### config.mk
export PLATFORM = sky130hd
export DESIGN_NAME = idct_mul_seq_ctrl
export DESIGN_NICKNAME = d
export VERILOG_FILES = /design/src/rtl/idct_mul_pkg.sv /design/src/rtl/idct_mul_opbuf.sv /design/src/rtl/idct_mul_seq_ctrl.sv
export SDC_FILE = /design/constraint.sdc
export NUM_CORES = 2
export LEC_CHECK = 0
export CORE_AREA = 10 10 550 552
export DETAILED_ROUTE_END_ITERATION = 16
export DIE_AREA = 0 0 560 562
export GPL_ROUTABILITY_DRIVEN = 0
export PLACE_DENSITY_LB_ADDON = 0.12
export SLEW_MARGIN = 20
export SYNTH_ARGS = -nofsm -noshare
export SYNTH_HDL_FRONTEND = slang
export SYNTH_HIERARCHICAL = 1
export SYNTH_SLANG_ARGS = --single-unit
### constraint.sdc
create_clock -name clk -period 8.9 [get_ports clk]
set_clock_uncertainty 0.15 [all_clocks]
set_input_delay 1.335 -clock clk [delete_from_list [all_inputs] [get_ports clk]]
set_output_delay 1.335 -clock clk [all_outputs]
set_load 0.005 [all_outputs]
### src/rtl/idct_mul_pkg.sv
// Shared types, codes and sizing for the IDCT multiplier sequencer.
// Optional approximate-path control via macro MUL_CTRL_APX_EN.
package idct_mul_pkg;

  localparam int BLK_LEN_DEF = 64;
  localparam int DP_W_DEF    = 26;
  localparam int B_W_OFF     = 11;
  localparam int P_W         = 32;
  localparam int ST_W        = 3;
  localparam int CNT0_W      = 9;
  localparam int TAG_DEPTH   = 3;
  localparam int DRAIN_CYC   = TAG_DEPTH;

  typedef enum logic [ST_W-1:0] {
    ST_IDLE    = 3'b000,
    ST_PRIME   = 3'b001,
    ST_PASS_LO = 3'b010,
    ST_PASS_HI = 3'b011,
    ST_DRAIN   = 3'b100
  } state_e;

  typedef struct packed {
    logic in_rdy;
    logic acc_sel;
    logic rapx;
  } ctl_t;

  // Control outputs are loaded together with the state so they align with state_in_to_wrapper.
  function automatic ctl_t ctl_for(state_e s);
    ctl_t c;
    c.in_rdy = (s == ST_PRIME);
`ifdef MUL_CTRL_APX_EN
    c.acc_sel = (s != ST_PASS_LO);
    c.rapx    = (s == ST_PASS_HI);
`else
    c.acc_sel = 1'b1;
    c.rapx    = 1'b0;
`endif
    return c;
  endfunction

  function automatic logic is_pass(state_e s);
    return (s == ST_PASS_LO) || (s == ST_PASS_HI);
  endfunction

endpackage

### src/rtl/idct_mul_opbuf.sv
// Operand-pair buffer: one write port, one registered read port whose output
// register clears to zero when no read is requested.
module idct_mul_opbuf #(
  parameter int DEPTH = 64,
  parameter int WIDTH = 41
) (
  input  logic                     i_clk,
  input  logic                     i_rst_n,
  input  logic                     i_wr_en,
  input  logic [$clog2(DEPTH)-1:0] i_wr_addr,
  input  logic [WIDTH-1:0]         i_wr_dat,
  input  logic                     i_rd_en,
  input  logic [$clog2(DEPTH)-1:0] i_rd_addr,
  output logic [WIDTH-1:0]         o_rd_dat
);

  logic [WIDTH-1:0] r_mem [DEPTH];
  logic [WIDTH-1:0] r_rd_dat;

  always_ff @(posedge i_clk) begin
    if (i_wr_en) begin
      r_mem[i_wr_addr] <= i_wr_dat;
    end
  end

  always_ff @(posedge i_clk or negedge i_rst_n) begin
    if (!i_rst_n) begin
      r_rd_dat <= '0;
    end else if (i_rd_en) begin
      r_rd_dat <= r_mem[i_rd_addr];
    end else begin
      r_rd_dat <= '0;
    end
  end

  assign o_rd_dat = r_rd_dat;

endmodule

### src/rtl/idct_mul_seq_ctrl.sv
// Sequencer feeding a block of operand pairs twice (LO/HI pass) through a multiplier wrapper;
// results emerge 3 cycles after operand presentation with no backpressure. Macro: MUL_CTRL_APX_EN.
module idct_mul_seq_ctrl
  import idct_mul_pkg::*;
#(
  parameter int DATA_PATH_BITWIDTH = DP_W_DEF,
  parameter int BLK_LEN            = BLK_LEN_DEF
) (
  input  logic                                    clk,
  input  logic                                    rstN,
  input  logic                                    start,
  input  logic                                    in_valid,
  output logic                                    in_ready,
  input  logic [DATA_PATH_BITWIDTH-1:0]           in_a,
  input  logic [DATA_PATH_BITWIDTH-B_W_OFF-1:0]   in_b,
  output logic [DATA_PATH_BITWIDTH-1:0]           A_in_to_wrapper,
  output logic [DATA_PATH_BITWIDTH-B_W_OFF-1:0]   B_in_to_wrapper,
  output logic [ST_W-1:0]                         state_in_to_wrapper,
  output logic [CNT0_W-1:0]                       count0,
  output logic                                    acc__sel,
  output logic                                    racc,
  output logic                                    rapx,
  input  logic [ST_W-1:0]                         state_out_of_wrapper,
  input  logic [P_W-1:0]                          P,
  output logic                                    res_valid,
  output logic [$clog2(BLK_LEN)-1:0]              res_idx,
  output logic                                    res_pass,
  output logic [P_W-1:0]                          res_data,
  output logic                                    done
);

  localparam int A_W   = DATA_PATH_BITWIDTH;
  localparam int B_W   = DATA_PATH_BITWIDTH - B_W_OFF;
  localparam int IDX_W = $clog2(BLK_LEN);
  localparam logic [IDX_W-1:0] LAST_IDX   = IDX_W'(BLK_LEN - 1);
  localparam logic [1:0]       DRAIN_LAST = 2'(DRAIN_CYC - 1);

  typedef struct packed {
    logic             vld;
    logic [IDX_W-1:0] idx;
    logic             pass;
  } tag_t;

  state_e             r_state;
  state_e             r_state_d;
  ctl_t               r_ctl;
  logic [IDX_W-1:0]   r_cnt;
  logic [1:0]         r_drain_cnt;
  logic               r_done;
  logic               r_racc;
  logic [CNT0_W-1:0]  r_count0;
  tag_t               r_pres;
  tag_t               r_tag [TAG_DEPTH];
  logic [P_W-1:0]     r_p;

  logic               w_accept;
  logic               w_desync;
  logic               w_rd_en;
  logic [A_W+B_W-1:0] w_rd_dat;

  assign w_accept = r_ctl.in_rdy & in_valid;
  // The wrapper echoes last cycle's state; any other value means it lost sync with us.
  assign w_desync = is_pass(r_state_d) && (state_out_of_wrapper != r_state_d);
  assign w_rd_en  = is_pass(r_state) && !w_desync;

  idct_mul_opbuf #(
    .DEPTH (BLK_LEN),
    .WIDTH (A_W + B_W)
  ) u_opbuf (
    .i_clk     (clk),
    .i_rst_n   (rstN),
    .i_wr_en   (w_accept),
    .i_wr_addr (r_cnt),
    .i_wr_dat  ({in_a, in_b}),
    .i_rd_en   (w_rd_en),
    .i_rd_addr (r_cnt),
    .o_rd_dat  (w_rd_dat)
  );

  always_ff @(posedge clk or negedge rstN) begin
    if (!rstN) begin
      r_state     <= ST_IDLE;
      r_ctl       <= ctl_for(ST_IDLE);
      r_cnt       <= '0;
      r_drain_cnt <= '0;
      r_done      <= 1'b0;
    end else begin
      r_done <= 1'b0;
      if (w_desync) begin
        r_state     <= ST_IDLE;
        r_ctl       <= ctl_for(ST_IDLE);
        r_cnt       <= '0;
        r_drain_cnt <= '0;
      end else begin
        case (r_state)
          ST_IDLE: begin
            if (start) begin
              r_state <= ST_PRIME;
              r_ctl   <= ctl_for(ST_PRIME);
              r_cnt   <= '0;
            end
          end
          ST_PRIME: begin
            if (w_accept) begin
              if (r_cnt == LAST_IDX) begin
                r_cnt   <= '0;
                r_state <= ST_PASS_LO;
                r_ctl   <= ctl_for(ST_PASS_LO);
              end else begin
                r_cnt <= r_cnt + 1'b1;
              end
            end
          end
          ST_PASS_LO: begin
            if (r_cnt == LAST_IDX) begin
              r_cnt   <= '0;
              r_state <= ST_PASS_HI;
              r_ctl   <= ctl_for(ST_PASS_HI);
            end else begin
              r_cnt <= r_cnt + 1'b1;
            end
          end
          ST_PASS_HI: begin
            if (r_cnt == LAST_IDX) begin
              r_cnt       <= '0;
              r_drain_cnt <= '0;
              r_state     <= ST_DRAIN;
              r_ctl       <= ctl_for(ST_DRAIN);
            end else begin
              r_cnt <= r_cnt + 1'b1;
            end
          end
          ST_DRAIN: begin
            // done lands with the last result, which leaves the tag pipe as we return to IDLE.
            if (r_drain_cnt == DRAIN_LAST) begin
              r_drain_cnt <= '0;
              r_done      <= 1'b1;
              r_state     <= ST_IDLE;
              r_ctl       <= ctl_for(ST_IDLE);
            end else begin
              r_drain_cnt <= r_drain_cnt + 1'b1;
            end
          end
          default: begin
            r_state <= ST_IDLE;
            r_ctl   <= ctl_for(ST_IDLE);
            r_cnt   <= '0;
          end
        endcase
      end
    end
  end

  always_ff @(posedge clk or negedge rstN) begin
    if (!rstN) begin
      r_state_d <= ST_IDLE;
      r_count0  <= '0;
      r_racc    <= 1'b1;
      r_p       <= '0;
      r_pres    <= '0;
      for (int i = 0; i < TAG_DEPTH; i++) begin
        r_tag[i] <= '0;
      end
    end else begin
      r_racc    <= 1'b0;
      r_state_d <= w_desync ? ST_IDLE : r_state;
      r_count0  <= CNT0_W'(r_cnt);
      r_p       <= P;
      if (w_desync) begin
        r_pres <= '0;
        for (int i = 0; i < TAG_DEPTH; i++) begin
          r_tag[i] <= '0;
        end
      end else begin
        r_pres.vld  <= w_rd_en;
        r_pres.idx  <= r_cnt;
        r_pres.pass <= (r_state == ST_PASS_HI);
        r_tag[0]    <= r_pres;
        for (int i = 1; i < TAG_DEPTH; i++) begin
          r_tag[i] <= r_tag[i-1];
        end
      end
    end
  end

  assign in_ready            = r_ctl.in_rdy;
  assign acc__sel            = r_ctl.acc_sel;
  assign rapx                = r_ctl.rapx;
  assign racc                = r_racc;
  assign state_in_to_wrapper = r_state;
  assign count0              = r_count0;
  assign A_in_to_wrapper     = w_rd_dat[A_W+B_W-1:B_W];
  assign B_in_to_wrapper     = w_rd_dat[B_W-1:0];
  assign res_valid           = r_tag[TAG_DEPTH-1].vld;
  assign res_idx             = r_tag[TAG_DEPTH-1].idx;
  assign res_pass            = r_tag[TAG_DEPTH-1].pass;
  assign res_data            = r_p;
  assign done                = r_done;

endmodule
==> flow_metrics.tcl <==
set metrics [dict create \
    arrival_ns 5.22 \
    slew_headroom 0.1378 \
    yosys_register_bits 2752 \
    clock_power_share 0.367 \
    wl_per_cell_um 36.62 \
    grt_pass1_vias 50880 \
    grt_max_degree 97 \
    hold_violations 0 \
    cp-end-kind "flip-flop" \
    antenna_found_initial 26 \
    syn_area_mm2 0.1045 \
    cp_cell_sequence "buf_4 -> buf_4 -> mux4_2 -> mux2i_1 -> a32oi_1 -> nand3_1 -> nand3_1" \
    clk_latency_ns 0.93 \
    clockBufferDepth 4 \
    gr-total-overflow 0 \
    setup_violations 0 \
    ys.flop_type "edfxtp_1" \
    num_rows 198 \
    die_x_um 560 \
    synth-edff-count 2624 \
    crit_path_max_incr_delay_ns 0.88 \
    p_leak_nw 37.50 \
    dr.pass1.iters 6 \
    dieArea_mm2 0.3147 \
    ys_types 68 \
    vias_per_cell 5.577 \
    finalCritPeriodShare 0.5154 \
    cts_max_level 5 \
    place_inst 8529 \
    slowest_stage "dfrtp_4" \
    max_freq_ghz 0.2180 \
    layout_commonest_cell "edfxtp_1" \
    die_y_um 562 \
    path_max_fanout 52 \
    required_ns 9.53 \
    p_switching_w 0.009291 \
    p_seq_frac 0.440 \
    clk_pin_slew_ns 0.06 \
    start_kind "flip-flop" \
    ios 178 \
    slew_violations 0 \
    cts-buffers-inserted 307 \
    grt_first_pass_wirelength_um 453000 \
    p_comb_frac 0.193 \
    dp_hpwl_um 200500 \
    finalPower_w 0.03338 \
    drc_errors 0 \
    ctsHoldBuffers 0 \
    detail-route-antenna-nets 0 \
    crit_buf_inv 2 \
    netlist_instances 4549 \
    syn_to_final_growth_pct 15.86 \
    rsz0062_at_grt "false" \
    final_cell_mix "edfxtp_1 (2,624), mux4_2 (702), clkbuf_16 (313)" \
    yosysSeqAreaShare 0.7847 \
    grt_usage 0.2059 \
    post-cts-setup-buffer-count 0 \
    worst_pin_slew_ns 1.257 \
    nets 5019 \
    root_buffer "clkbuf_16" \
    fin_crit_ns 4.587 \
    post_cts_resized 0 \
    start_util 0.3596 \
    internal_power_w 0.02409 \
    cts_tree "yes" \
    hold_class "input port to async pin" \
    cts_sinks 2752 \
    wl_um 332800 \
    layout-drive-gt1-share 0.2741 \
    tns_ns 0 \
    powerDensity_mw_per_mm2 275.7 \
    drv_cap 0 \
    stdcell_count 9090 \
    peakVddDrop_mv 0.1590 \
    crit_family "buffers and inverters" \
    yosys_warnings 6 \
    postSynth.asyncResetShare 0.04651 \
    dr_total_vias 50690 \
    io_buffers 172 \
    crit_type "flip-flop to flip-flop" \
    coreArea_mm2 0.2906 \
    syn_area_per_cell_um2 22.97 \
    switching_share 0.2783 \
    status "finished, final reports clean" \
    drtIter0Drc 5899 \
]
-- worst paths after layout --
check                           from                  end  slack [ns]  cells after the start
max                         r_cnt[1]  u_opbuf/o_rd_dat[6]        4.31                      7
min                             rstN         res_data[31]        0.23                      1
max reg2reg                 r_cnt[1]  u_opbuf/o_rd_dat[6]        4.31                      7
min reg2reg                r_tag[13]           res_idx[4]        0.29                      1
max in group asynchronous       rstN             r_cnt[0]        7.03                      2
min in group clk           r_tag[13]           res_idx[4]        0.29                      1
-- per-layer routing --
metal	global-route usage	up-vias	part of all wire
li1	-	20030	-
met1	0.2879	28470	0.43
met2	0.3391	1763	0.49
met3	0.03053	425	0.057
met4	0.05470	8	0.029
met5	0	-	0.00017
-- power groups by stage --
stage                     clock network (W)  logic, W  registers [W]
after floorplan                           0   0.00391         0.0148
after global placement                    0   0.00656         0.0150
after detailed placement                  0   0.00655         0.0150
after CTS                            0.0125   0.00657         0.0147
after global routing                 0.0131   0.00672         0.0147
final                                0.0122   0.00643         0.0147
-- state kept, by name (all words and copies together), names as in the netlist --
register,count
u_opbuf/r_mem,2624
u_opbuf/o_rd_dat,41
res_data,32
r_tag,16
r_pres,8
count0,6
r_cnt,6
res_idx,6
r_state_d,3
state_in_to_wrapper,3
r_drain_cnt,2
done,1
in_ready,1
racc,1
res_pass,1
res_valid,1
-- cell type report --
class,count,area [um2]
Antenna cell,10,25.02
Inverter,7,41.29
Fill cell,25280,169500
Sequential cell,2752,82020
Timing Repair Buffer,325,2890
Clock buffer,405,8248
Tap cell,3900,4880
Clock inverter,146,1340
Multi-Input combinational cell,1545,21630
-- stage by stage --
| step | util | setup slack (ns) | instance area (um2) | hold WS (ns) |
|---|---|---|---|---|
| 2_1_floorplan | - | 3.707 | 104500 | 0.2777 |
| 3_3_place_gp | 0.3833 | 3.534 | 111400 | 0.2816 |
| 3_5_place_dp | 0.3835 | 3.479 | 111500 | 0.2822 |
| 4_1_cts | 0.4165 | 4.250 | 121000 | 0.2816 |
| 5_1_grt | 0.4166 | 4.010 | 121000 | 0.2509 |
| 6_report | 0.4166 | 4.313 | 121100 | 0.2328 |
-- cells by family (layout without fill, tap and decap cells) --
kind of cell | count (synthesis) | count (layout) | share of synthesized area
adder cells (fa/ha/maj) | 1 | 1 | 0.0001197
AO/OA/AOI/OAI | 209 | 209 | 0.01412
AND/OR/NAND/NOR | 463 | 463 | 0.02013
XOR/XNOR | 1 | 1 | 0.00008383
buffers and inverters | 256 | 883 | 0.01369
flip-flops | 2752 | 2752 | 0.7847
multiplexers | 865 | 865 | 0.1671
other | 2 | 16 | 0.00007187
-- synth_stat cells, drive strengths merged (4+ instances only) --
library cell | count | area (um2)
edfxtp | 2624 | 78800
a32oi | 27 | 236.5
nand2 | 176 | 660.6
a22oi | 22 | 165.2
nor3 | 24 | 120.1
a221oi | 6 | 58.80
buf | 189 | 1179
inv | 7 | 26.27
nand3 | 56 | 280.3
dfrtp | 127 | 3178
a31oi | 15 | 93.84
a21oi | 35 | 175.2
nand2b | 15 | 93.84
nor2 | 114 | 427.9
a211oi | 6 | 45.04
nor2b | 15 | 93.84
mux2 | 17 | 191.4
mux2i | 146 | 1461
nand4 | 10 | 62.56
o21ai | 26 | 130.1
clkbuf | 60 | 225.2
mux4 | 702 | 15810
and2 | 36 | 225.2
o211ai | 22 | 170.2
o22ai | 20 | 125.1
a311o | 4 | 41.29
Power figures use the tool's default switching activity.
